File: src/rtl/gpio_cfg_serializer.sv
// gpio_cfg_serializer: reads each pad's IO configuration word from the
// housekeeping register file and shifts it bit-serially, MSB first, into the
// GPIO control-block chain. The highest pad index is sent first. A single
// load strobe ends the transfer so that every pad latches at the same time.
// Optional build macro GPIO_CFG_SER_ABORT_EN adds an xfer_abort input that
// cancels a transfer during FETCH or SHIFT.
module gpio_cfg_serializer #(
  parameter int unsigned NUM_PADS = 38,
  parameter int unsigned CFG_BITS = 13,
  parameter int unsigned CLK_DIV  = 4,
  parameter int unsigned IDX_W    = 6
) (
  input  logic                wb_clk_i,
  input  logic                wb_rst_i,
  input  logic                xfer_start,
`ifdef GPIO_CFG_SER_ABORT_EN
  input  logic                xfer_abort,
`endif
  output logic [IDX_W-1:0]    cfg_idx,
  input  logic [CFG_BITS-1:0] cfg_data,
  output logic                serial_clock,
  output logic                serial_data,
  output logic                serial_load,
  output logic                busy,
  output logic                done
);

  localparam int unsigned DIV_W = (CLK_DIV > 1) ? $clog2(CLK_DIV) : 1;
  localparam int unsigned BIT_W = (CFG_BITS > 1) ? $clog2(CFG_BITS) : 1;

  localparam logic [DIV_W-1:0] DIV_LAST = DIV_W'(CLK_DIV - 1);
  localparam logic [BIT_W-1:0] BIT_LAST = BIT_W'(CFG_BITS - 1);
  localparam logic [IDX_W-1:0] IDX_LAST = IDX_W'(NUM_PADS - 1);

  typedef enum logic [2:0] {
    S_IDLE,
    S_FETCH,
    S_SHIFT,
    S_LOAD,
    S_DONE
  } state_t;

  state_t              state;
  logic [IDX_W-1:0]    pad_idx;
  logic [CFG_BITS-1:0] shreg;
  logic [BIT_W-1:0]    bit_cnt;
  logic [DIV_W-1:0]    div_cnt;
  logic                abort_c;

  // Abort request; tied low when the abort feature is not built in.
`ifdef GPIO_CFG_SER_ABORT_EN
  assign abort_c = xfer_abort;
`else
  assign abort_c = 1'b0;
`endif

  // The pad index register directly addresses the register file; it only
  // changes when moving into FETCH, so it holds its value everywhere else.
  assign cfg_idx = pad_idx;

  // Chain data is the shift register MSB. The register is empty after the
  // last bit of each word, so the line idles low in FETCH, LOAD and IDLE.
  assign serial_data = shreg[CFG_BITS-1];

  // Transfer sequencer: fetch word, shift it out, repeat per pad, then load.
  always_ff @(posedge wb_clk_i or posedge wb_rst_i) begin
    if (wb_rst_i) begin
      state        <= S_IDLE;
      pad_idx      <= '0;
      shreg        <= '0;
      bit_cnt      <= '0;
      div_cnt      <= '0;
      serial_clock <= 1'b0;
      serial_load  <= 1'b0;
      busy         <= 1'b0;
      done         <= 1'b0;
    end else begin
      done <= 1'b0;
      case (state)
        S_IDLE: begin
          if (xfer_start) begin
            busy    <= 1'b1;
            pad_idx <= IDX_LAST;
            state   <= S_FETCH;
          end
        end

        S_FETCH: begin
          if (abort_c) begin
            state        <= S_IDLE;
            shreg        <= '0;
            div_cnt      <= '0;
            serial_clock <= 1'b0;
            busy         <= 1'b0;
          end else begin
            shreg        <= cfg_data;
            bit_cnt      <= BIT_LAST;
            div_cnt      <= '0;
            serial_clock <= 1'b0;
            state        <= S_SHIFT;
          end
        end

        S_SHIFT: begin
          if (abort_c) begin
            state        <= S_IDLE;
            shreg        <= '0;
            div_cnt      <= '0;
            serial_clock <= 1'b0;
            busy         <= 1'b0;
          end else if (div_cnt != DIV_LAST) begin
            div_cnt <= div_cnt + DIV_W'(1);
          end else begin
            div_cnt <= '0;
            if (!serial_clock) begin
              serial_clock <= 1'b1;
            end else begin
              // End of the high phase: next bit or next word.
              serial_clock <= 1'b0;
              shreg        <= shreg << 1;
              if (bit_cnt != '0) begin
                bit_cnt <= bit_cnt - BIT_W'(1);
              end else if (pad_idx != '0) begin
                pad_idx <= pad_idx - IDX_W'(1);
                state   <= S_FETCH;
              end else begin
                serial_load <= 1'b1;
                state       <= S_LOAD;
              end
            end
          end
        end

        S_LOAD: begin
          if (div_cnt != DIV_LAST) begin
            div_cnt <= div_cnt + DIV_W'(1);
          end else begin
            div_cnt     <= '0;
            serial_load <= 1'b0;
            done        <= 1'b1;
            state       <= S_DONE;
          end
        end

        S_DONE: begin
          busy  <= 1'b0;
          state <= S_IDLE;
        end

        default: begin
          state <= S_IDLE;
        end
      endcase
    end
  end

endmodule

File: config.mk
export PLATFORM = sky130hd
export DESIGN_NAME = gpio_cfg_serializer
export DESIGN_NICKNAME = d
export VERILOG_FILES = /design/src/rtl/gpio_cfg_serializer.sv
export SDC_FILE = /design/constraint.sdc
export NUM_CORES = 1
export LEC_CHECK = 0
export ABC_AREA = 1
export BUFFER_PORTS_ARGS = -buffer_cell sky130_fd_sc_hd__buf_2
export CAP_MARGIN = 20
export CELL_PAD_IN_SITES_DETAIL_PLACEMENT = 2
export CELL_PAD_IN_SITES_GLOBAL_PLACEMENT = 2
export CORE_MARGIN = 10
export CORE_UTILIZATION = 36
export CTS_BUF_LIST = sky130_fd_sc_hd__clkbuf_2 sky130_fd_sc_hd__clkbuf_4 sky130_fd_sc_hd__clkbuf_8
export DETAILED_ROUTE_END_ITERATION = 10
export PLACE_DENSITY_LB_ADDON = 0.08
export SLEW_MARGIN = 20
export SYNTH_ARGS = -nofsm -noshare
export SYNTH_HDL_FRONTEND = slang
export SYNTH_SLANG_ARGS = --single-unit
export TNS_END_PERCENT = 30
File: constraint.sdc
create_clock -name wb_clk_i -period 3.8 [get_ports wb_clk_i]
set_clock_uncertainty 0.2 [all_clocks]
set_input_delay 0.76 -clock wb_clk_i [delete_from_list [all_inputs] [get_ports wb_clk_i]]
set_output_delay 0.76 -clock wb_clk_i [all_outputs]
set_load 0.05 [all_outputs]
==> flow_metrics.py <==
metrics = {
    "outcome": {
        "status": "completed",
    },
    "yosys": {
        "synth-seq-cells": 32,
        "synth_area_leader_cell": "dfrtp_1",
        "synth_commonest_cells": "nand2_1 (71), dfrtp_1 (32), o21ai_0 (30)",
        "synth-main-ff-cell": "dfrtp_1",
        "synth_top_area_frac": 0.4526,
        "synth-edff-count": 0,
        "synth_cell_types": 26,
        "synth_async_sr_flop_share": 1.000,
        "synth_nets": 254,
        "ys_top_cells_by_area": "dfrtp_1 (45%), nand2_1 (15%), o21ai_0 (8.5%)",
        "yosysSeqAreaShare": 0.4526,
        "syn_inst": 234,
        "yosysMostFrequentCell": "nand2_1",
        "ys_warn_count": 0,
        "synth.avg_cell_area_um2": 7.561,
        "syn_area_um2": 1769,
    },
    "finish": {
        "postLayoutCoreUtil": 0.4311,
        "layout-drive-gt1-share": 0.1825,
        "multiInputGateArea_um2": 814.5,
        "antenna_cells": 0,
        "layout.cells.non_filler": 330,
        "area_growth_syn_to_layout_pct": 15.84,
        "nFillCells": 582,
        "ff_latch_area_um2": 800.8,
        "stdcell_area_um2": 2049,
        "nets": 283,
    },
    "run": {
        "max_cap_violations": 0,
    },
    "timing": {
        "whs_ps": 272.5,
        "grt_setup_unrepaired": "no",
        "drv_slew": 0,
        "setup_violations": 0,
        "fin_crit_sh": 0.5883,
        "worst_slew_pin_slew_ps": 619.4,
        "layout_setup_ws_ps": 1564,
        "final_hold_viol_count": 0,
        "tns_ps": 0,
        "min_period_ps": 2236,
        "fmax_mhz": 447.3,
        "relSlewSlack": 0.5866,
    },
    "worst_setup_path": {
        "r2r-start": "state[0]$_DFFE_PP0P_",
        "cp.required_ps": 3760,
        "r2r_cells": 6,
        "cp_max_fo": 35,
        "r2r_slack_ps": 1560,
        "startpoint_type": "register",
        "end_kind": "register",
        "reg2reg_to": "bit_cnt[3]$_DFFE_PP0P_",
        "path_class": "register to register",
        "worstPathArrival_ps": 2190,
        "crit_start": "state[0]$_DFFE_PP0P_",
    },
    "min_path": {
        "hold_class": "register to register",
        "holdPathEnd": "serial_load$_DFFE_PP0P_",
        "hold-path-cell-count": 2,
        "min-delay-start": "serial_load$_DFFE_PP0P_",
    },
    "placement": {
        "place_congestion": 0.8125,
        "dp.cells": 323,
        "dpl_cell_area_um2": 1953,
        "io_buffers": 26,
        "dpl_worst_slack_ps": 1541,
        "dp_hpwl_um": 3604,
    },
    "pwr": {
        "power_density_nw_per_um2": 1015,
        "power_leakage_nw": 1.047,
        "ir_drop_v": 0.0003041,
        "fin_total_pwr_mw": 2.080,
    },
    "route": {
        "antenna_left": 0,
        "wl_um": 4898,
        "via_per_inst": 4.836,
        "via_count": 1596,
        "drt_iter0_markers": 34,
        "dr.pass1.iters": 4,
        "drc": 0,
        "wl_per_cell_um": 14.84,
    },
    "global_routing": {
        "track_usage": 0.1300,
        "first_global_vias": 1792,
        "grt_pass1_wl_um": 8887,
        "grt_max_degree": 36,
        "antenna_found_initial": 0,
        "grt_overflow": 0,
    },
    "clocking": {
        "cts_tree": "yes",
        "clock-sinks": 32,
        "cts_buffers": 5,
        "post-cts-setup-buffers": 0,
        "clock_path_buffers": 2,
        "clk_latency_ps": 290,
        "h-tree-depth": 2,
        "cts_root_buffer": "clkbuf_8",
        "cts_resized": 0,
        "clk_pin_slew_ps": 60,
        "ctsHoldBuffers": 0,
    },
    "die": {
        "coreArea_um2": 4755,
        "rows": 25,
        "die_y_um": 90.11,
        "top_level_ports": 27,
        "dieArea_um2": 8119,
        "fp.dieW_um": 90.11,
        "start_util": 0.3721,
    },
}
## worst max-delay path by stage
stage	slack [ps]	end
after floorplan	1850	cfg_idx[4]$_DFFE_PP0P_
after detailed placement	1540	bit_cnt[3]$_DFFE_PP0P_
final	1560	bit_cnt[3]$_DFFE_PP0P_
after CTS	1510	bit_cnt[3]$_DFFE_PP0P_
after global routing	1250	bit_cnt[2]$_DFFE_PP0P_
after global placement	1660	bit_cnt[2]$_DFFE_PP0P_
## report_power, final
part           internal [mW]  total (mW)  leakage (nW)  switching [mW]
combinational          0.343        1.21         0.592           0.863
clock                  0.161       0.289        0.0503           0.128
sequential             0.480       0.584         0.404           0.104
total                  0.985        2.08          1.05            1.10
## registers in the layout, indices dropped and copies added, names as in the netlist
name,count
bit_cnt,4
serial_clock,1
serial_load,1
done,1
shreg,13
div_cnt,2
state,3
busy,1
cfg_idx,6
## area by class of cell
| class | instances | area share |
|---|---|---|
| clock buffers | 7 | 0.04701 |
| multi-input cells | 166 | 0.3974 |
| repair buffers | 27 | 0.06715 |
| inverters | 31 | 0.05678 |
| flip-flops and latches | 32 | 0.3907 |
| well taps | 67 | 0.04090 |
## placed cells by master, fill, tap and decap left out
cell,synthesis,routed
nor2_1,18,18
ha_1,4,4
a21oi_1,5,5
a21oi_2,1,1
o21ai_2,1,1
a211oi_1,1,1
o21ai_1,2,2
clkbuf_8,0,7
nand2_2,2,2
o21ai_0,30,30
buf_2,3,26
nor2_2,1,1
dfrtp_1,32,32
o31ai_1,1,1
nand3_2,1,1
nand3_1,15,15
a21boi_4,1,1
inv_2,2,2
nand2_1,71,71
nor3_1,3,3
inv_1,29,29
xor2_1,1,1
nand3b_1,1,1
nor2_4,3,3
nand4_1,2,2
buf_4,0,1
or2_2,2,2
## per-layer routing
| metal | wire length [um] | vias up | track usage |
|---|---|---|---|
| li1 | - | 794 | - |
| met1 | 2247 | 767 | 0.1542 |
| met2 | 2392 | 28 | 0.2246 |
| met3 | 197 | 7 | 0.03242 |
| met4 | 61 | 0 | 0.03979 |
| met5 | 0 | - | 0 |
## cells by family (layout without fill, tap and decap cells)
family	after synthesis	after routing	synth area share
adders and majority gates	4	4	0.02829
AOI/OAI and AO/OA	42	42	0.1337
xor gates and xnor gates	1	1	0.004951
DFF	32	32	0.4526
and+or+nand+nor	119	119	0.2935
buffers and inverters	36	65	0.08698
## worst max-delay path, cell delays in order, from the launching register on
cell	delay (ps)
dfrtp_1	470
inv_2	110
nand3_2	490
o21ai_0	430
nand2_1	230
nand2_1	100
o21ai_0	80
Note: power is estimated with default switching activity, not from simulation.
